===== config.mk =====
export PLATFORM = sky130hd
export DESIGN_NAME = s2p_framer
export DESIGN_NICKNAME = d
export VERILOG_FILES = /design/src/rtl/s2p_pkg.sv /design/src/rtl/s2p_shift_reg.sv /design/src/rtl/s2p_framer.sv
export SDC_FILE = /design/constraint.sdc
export NUM_CORES = 1
export LEC_CHECK = 0
export CORE_UTILIZATION = 50
export CTS_BUF_LIST = sky130_fd_sc_hd__clkbuf_4 sky130_fd_sc_hd__clkbuf_8
export DETAILED_ROUTE_END_ITERATION = 10
export DONT_BUFFER_PORTS = 1
export PLACE_DENSITY = 0.73
export SYNTH_ARGS = -nofsm -noshare
export SYNTH_HDL_FRONTEND = slang
export SYNTH_SLANG_ARGS = --single-unit

===== constraint.sdc =====
create_clock -name clk1x -period 2.2 [get_ports clk1x]
set_clock_uncertainty 0.2 [all_clocks]
set_input_delay 0.33 -clock clk1x [delete_from_list [all_inputs] [get_ports clk1x]]
set_output_delay 0.33 -clock clk1x [all_outputs]
set_load 0.005 [all_outputs]

===== src/rtl/s2p_pkg.sv =====
// Shared FSM state encoding and sizing helpers for the serial-to-parallel framer.
package s2p_pkg;

    localparam int unsigned S2P_MAX_WIDTH = 32;

    typedef logic [0:0] s2p_state_t;
    localparam s2p_state_t IDLE  = 1'b0;
    localparam s2p_state_t SHIFT = 1'b1;

    function automatic int unsigned s2p_cnt_width(input int unsigned n);
        return $clog2(n + 1);
    endfunction

endpackage


===== src/rtl/s2p_shift_reg.sv =====
// Enabled serial-in shift register; MSB_FIRST selects the end new bits enter from.
module s2p_shift_reg
    import s2p_pkg::*;
#(
    parameter int unsigned DATA_WIDTH = 16,
    parameter bit          MSB_FIRST  = 1'b0
) (
    input  logic                  i_clk,
    input  logic                  i_rst_n,
    input  logic                  i_en,
    input  logic                  i_sin,
    output logic [DATA_WIDTH-1:0] o_par
);

    logic [DATA_WIDTH-1:0] r_sr;
    logic [DATA_WIDTH+1:0] w_ext;
    logic [DATA_WIDTH-1:0] w_next;

    // Padding the serial bit on both sides keeps the slices legal for a 1-bit register.
    assign w_ext  = {i_sin, r_sr, i_sin};
    assign w_next = MSB_FIRST ? w_ext[DATA_WIDTH-1:0] : w_ext[DATA_WIDTH+1:2];

    always_ff @(posedge i_clk or negedge i_rst_n) begin
        if (!i_rst_n) begin
            r_sr <= '0;
        end else if (i_en) begin
            r_sr <= w_next;
        end
    end

    assign o_par = r_sr;

endmodule


===== src/rtl/s2p_framer.sv =====
// Serial-to-parallel framer with done/outReady handoff and overrun pulse.
// Optional even-parity trailer bit enabled by defining S2P_FRAMER_PARITY_EN.
module s2p_framer
    import s2p_pkg::*;
#(
    parameter int unsigned DATA_WIDTH = 16,
    parameter bit          MSB_FIRST  = 1'b0
) (
    input  logic                  clk1x,
    input  logic                  reset,
    input  logic                  dataSIN,
    input  logic                  receiveFlag,
    input  logic                  outReady,
    output logic [DATA_WIDTH-1:0] dataOut,
    output logic                  done,
    output logic                  busy,
    output logic                  overrun,
    output logic                  parityErr
);

`ifdef S2P_FRAMER_PARITY_EN
    localparam int unsigned N = DATA_WIDTH + 1;
`else
    localparam int unsigned N = DATA_WIDTH;
`endif
    localparam int unsigned CW = s2p_cnt_width(N);

    s2p_state_t            r_state, w_state_d;
    logic [CW-1:0]         r_cnt, w_cnt_d;
    logic [N-2:0]          w_par;
    logic [N-1:0]          w_full;
    logic [DATA_WIDTH-1:0] w_payload;
    logic [DATA_WIDTH-1:0] r_data;
    logic                  w_shift_en, w_last, w_load, w_done_d;
    logic                  r_done, r_ovr;

    // The register holds bits 0..N-2; the last bit is taken straight from dataSIN.
    assign w_shift_en = (r_state == SHIFT) || receiveFlag;

    s2p_shift_reg #(
        .DATA_WIDTH (N - 1),
        .MSB_FIRST  (MSB_FIRST)
    ) u_shift_reg (
        .i_clk   (clk1x),
        .i_rst_n (reset),
        .i_en    (w_shift_en),
        .i_sin   (dataSIN),
        .o_par   (w_par)
    );

    assign w_full    = MSB_FIRST ? {w_par, dataSIN} : {dataSIN, w_par};
    assign w_payload = MSB_FIRST ? w_full[N-1 -: DATA_WIDTH] : w_full[DATA_WIDTH-1:0];

    always_comb begin
        w_state_d = r_state;
        w_cnt_d   = r_cnt;
        w_last    = 1'b0;
        unique case (r_state)
            IDLE: begin
                if (receiveFlag) begin
                    w_state_d = SHIFT;
                    w_cnt_d   = CW'(1);
                end
            end
            SHIFT: begin
                if (receiveFlag) begin
                    w_cnt_d = CW'(1);
                end else if (r_cnt == CW'(N - 1)) begin
                    w_last    = 1'b1;
                    w_state_d = IDLE;
                    w_cnt_d   = '0;
                end else begin
                    w_cnt_d = r_cnt + CW'(1);
                end
            end
            default: begin
                w_state_d = IDLE;
                w_cnt_d   = '0;
            end
        endcase
    end

    assign w_load   = w_last && (!r_done || outReady);
    assign w_done_d = w_load || (r_done && !outReady);

    always_ff @(posedge clk1x or negedge reset) begin
        if (!reset) begin
            r_state <= IDLE;
            r_cnt   <= '0;
            r_data  <= '0;
            r_done  <= 1'b0;
            r_ovr   <= 1'b0;
        end else begin
            r_state <= w_state_d;
            r_cnt   <= w_cnt_d;
            r_done  <= w_done_d;
            r_ovr   <= w_last && !w_load;
            if (w_load) begin
                r_data <= w_payload;
            end
        end
    end

`ifdef S2P_FRAMER_PARITY_EN
    logic r_perr;

    always_ff @(posedge clk1x or negedge reset) begin
        if (!reset) begin
            r_perr <= 1'b0;
        end else if (w_load) begin
            r_perr <= ^w_full;
        end
    end

    assign parityErr = r_perr;
`else
    assign parityErr = 1'b0;
`endif

    assign dataOut = r_data;
    assign done    = r_done;
    assign busy    = (r_state == SHIFT);
    assign overrun = r_ovr;

endmodule

---- Yosys cells after proc, flatten, opt, wreduce, memory -nomap -nowiden ----
Index checks and enable logic that the tools add are counted.
storage, ports and cells
  register bits ........................... 39
  input port bits ......................... 5
  output and inout port bits .............. 20
operators by class
  add/sub/neg operators ................... 1
  equal/unequal tests ..................... 2
  multiplexer cells ....................... 11
  bitwise operators ....................... 1
  reduce and logical (&&, ||, !) cells .... 9
operator list
  kind                                            number
  2-to-1 mux 5 bit                                3
  one-hot mux 5 bit (2 select lines)              1
  2-to-1 mux 1 bit                                6
  adder 5 x 1 -> 5 bit (second input constant)    1
  == test 5 x 4 -> 1 bit (second input constant)  1
  logical AND 1 bit                               3
  zero test 1 bit                                 3
  logical OR 1 bit                                3
  != test 2 bit (second input constant)           1
  one-hot mux 1 bit (2 select lines)              1
  inverter 1 bit                                  1

---- Longest topological paths before layout ----
  word-level depth ........................ 7
  gate-level depth with buffers ........... 5
  depth with buffers taken out ............ 4

---- By module ----
From an unflattened synthesis, not the netlist that was laid out.
second synthesis, totals
  cell total of the unflattened synthesis .. 103
  area, all modules ....................... 1639.1 µm²
by module, submodules not included
  module         instances  cells each  area an instance (µm²)  sequential area each (µm²)
  s2p_framer     1          71          1026.0                  600.6
  s2p_shift_reg  1          32          613.1                   375.4

---- Worst setup path after synthesis ----
OpenSTA, ideal clock, no wires.
  kind .................................... register to register
  from .................................... reg r_cnt[0]
  to ...................................... reg r_data[0] (netlist: dataOut[0])
  library setup time ...................... 0.125 ns
  arrival time ............................ 1.391 ns
  data required time ...................... 1.875 ns
  slack ................................... 0.484 ns
  cell stages (with the launch flop) ...... 6
  clock period less this slack ............ 1.716 ns
  cell sequence ........................... dfrtp_1 ha_1 and4_4 nand3_4 buf_6 mux2_4
between the ends
  longest elaborated chain between the ends .. 5
RTL lines
  element                 RTL line          RTL
  start, declared         s2p_framer.sv:29  logic [CW-1:0] r_cnt, w_cnt_d;
  start signal, assigned  s2p_framer.sv:95  r_cnt <= w_cnt_d;
  == test 5 x 4 -> 1 bit  s2p_framer.sv:68  end else if (r_cnt == CW'(N - 1)) begin
  2-to-1 mux 1 bit        s2p_framer.sv:68
  2-to-1 mux 1 bit        s2p_framer.sv:66  if (receiveFlag) begin
  2-to-1 mux 1 bit        s2p_framer.sv:58  unique case (r_state)
  logical AND 1 bit       s2p_framer.sv:83  assign w_load = w_last && (!r_done || outReady);
  end signal, assigned    s2p_framer.sv:99  r_data <= w_payload;
  end, declared           s2p_framer.sv:33  logic [DATA_WIDTH-1:0] r_data;
Every way passes these cells.
A chain may end at the register's enable or synchronous reset.

---- Final worst setup path ----
  from .................................... reg r_cnt[0]
  to ...................................... reg r_data[14] (netlist: dataOut[14])
Same word-level chain as after synthesis.

==> run metrics <==
Die X 58.3 um; Reg2Reg Capture Point dataOut[14]$_DFFE_PN0P_; total routed wirelength 2.32 mm; PwrDens 746 mW/mm^2; final setup fails 0; die area 0.00340 sq mm; clk buf depth 2; vias post-DR 822; CP arrival 1.85 ns; num ports 25; max-cap viol count 0; WS Path Type reg -> reg; Hold Slack 0.261 ns; outcome finished, final reports clean; hpwl dp 1.51 mm; first-pass GRT wire length 3.99 mm; Final #Nets 117; Seq/Total Area, Yosys 61.6%; FF-to-FF path depth 4; GPL Wtd Cong 0.677; Ys Warns 0; final instance area 0.00174 sq mm; P_leak 0.830 nW; vias per cell 5.30; 1st-pass router iterations 2; Synth Instances 103; Post-Layout Cell Count 155; Total GRT Usage 16.2%; crit path from r_cnt[0]$_DFFE_PN0P_; vias in the first global route 883; cts bufs inserted 5; Max Slew Vio Count 0; total power 1.30 mW; worst skew pair latency 0.33 ns; setup_tns 0 ns; synth top area cells dfrtp_1 (62%), mux2_2 (16%), mux2_4 (9.5%); area grow syn2layout 10.0%; Final ANT Viol Nets 0; unrepaired setup endpoints after global routing false; Initial Utilization 52.3%; I/O Buffers 0; H-tree depth 2; Worst EP required 2.22 ns; DRT iter0 DRCs 2; CP max FO 16; largest net degree at the start of global routing 40; Tmin final 1.83 ns; Post-Syn Nets 109; Hold Vio Cnt, Final 0; clock sinks 39; setup ws final 0.372 ns; total core area 0.00303 sq mm; share of post-route cells with drive strength above 1 41.4%; grt ovf 0; Die Height 58.3 um; Avg Cell Area, Syn 15.4 sq um; clock root cell clkbuf_4; initial antenna violation count 0; Antenna Cells 0; Final period util 83.1%; critical path capture point type flop; area share of the largest cell type after synthesis 61.6%; wire length per cell 15.0 um; post-synth cell types 23; Site Rows 20; post-cts repair resize count 0; Critical Path Source Type flop; pre-CTS setup slack 0.379 ns; Min-Delay Path Class in -> async; CTS tree done; Peak supply drop 0.000417 V; fmax 547 MHz; dpl cells 143; reg2reg setup slack 0.37 ns; Reg-to-Reg Start r_cnt[0]$_DFFE_PN0P_; Mapped Area 0.00158 sq mm; drc violations 0; Seq cells post-synth 39; biggest area consumer among synthesized cells dfrtp_1; Clock transition at path regs 0.11 ns; post-place instance area 0.00161 sq mm; final core utilization 57.6%
-- Yosys cell counts, drive strengths merged --
cell	number
a21oi	2
buf	5
nand4b	1
nand2b	2
o21ai	2
inv	1
and4	1
nand3	2
nor2	4
xor2	1
conb	1
nor3b	1
or2b	1
dfrtp	39
mux2	32
nand4	2
nand2	5
ha	1
-- cell families after synthesis --
group,synth area share (%)
AOI/OAI and AO/OA,1.26
buffers and inverters,2.68
and+or+nand+nor,7.74
xor gates and xnor gates,0.553
DFF,61.6
adders and majority gates,0.790
other,0.237
muxes,25.1
-- power by group --
| group | leakage [nW] | total (mW) | internal [mW] | switching, mW |
|---|---|---|---|---|
| combinational | 0.289 | 0.0693 | 0.0374 | 0.0319 |
| sequential | 0.499 | 0.773 | 0.747 | 0.0263 |
| clock | 0.0417 | 0.457 | 0.247 | 0.211 |
| total | 0.830 | 1.30 | 1.03 | 0.269 |
-- how the worst max path moves through the flow --
stage                               to  slack [ns]  cells after the start
2_1_floorplan   dataOut[0]$_DFFE_PN0P_        0.48                      5
3_3_place_gp    dataOut[5]$_DFFE_PN0P_        0.43                      4
3_5_place_dp   dataOut[14]$_DFFE_PN0P_        0.38                      4
4_1_cts        dataOut[14]$_DFFE_PN0P_        0.37                      4
5_1_grt         dataOut[2]$_DFFE_PN0P_        0.29                      4
6_report       dataOut[14]$_DFFE_PN0P_        0.37                      4
-- sequential cells by signal, indices dropped and copies added, names as in the netlist --
signal / count
dataOut: 16
r_cnt: 5
u_shift_reg.o_par: 15
busy: 1
overrun: 1
done: 1
-- worst max-delay path: stages (launching register included) --
cell and delay (ns):
dfrtp_1 0.42, ha_1 0.21, and4_4 0.26, nand3_4 0.25
mux2_4 0.38
-- layout by cell type (no fill, tap or decap), drive strengths merged, types with 2 or more instances in the layout --
cell type    Yosys  final
a21oi            2      2
nand4            2      2
o21ai            2      2
dfrtp           39     39
nand2            5      5
nand3            2      2
mux2            32     32
dlygate4sd3      0      4
nor2             4      4
buf              5      2
clkbuf           0      6
nand2b           2      2
-- what timing repair did --
| action | CTS | global route |
|---|---|---|
| endpoints found under the hold margin | 49 | 0 |
| hold buffers | 5 | 0 |
| buffers inserted | 0 | 0 |
-- layout make-up --
cell class,instances,area (sq um)
tap,44,55.1
fill,240,1280
timing repair buffer,6,67.6
clock inverter,1,30.0
inverter,1,3.75
sequential,39,976
multi-input combinational,58,566
clock buffer,6,45.0
-- per-layer routing --
metal / track usage (%) / wire, um / vias to the layer above
met2: 26.6 / 1190 / 19
met3: 5.58 / 106 / 7
li1: - / - / 373
met4: 9.18 / 48 / 0
met1: 18.4 / 974 / 423
met5: 0 / 0 / -
Note: power is estimated with default switching activity, not from simulation.
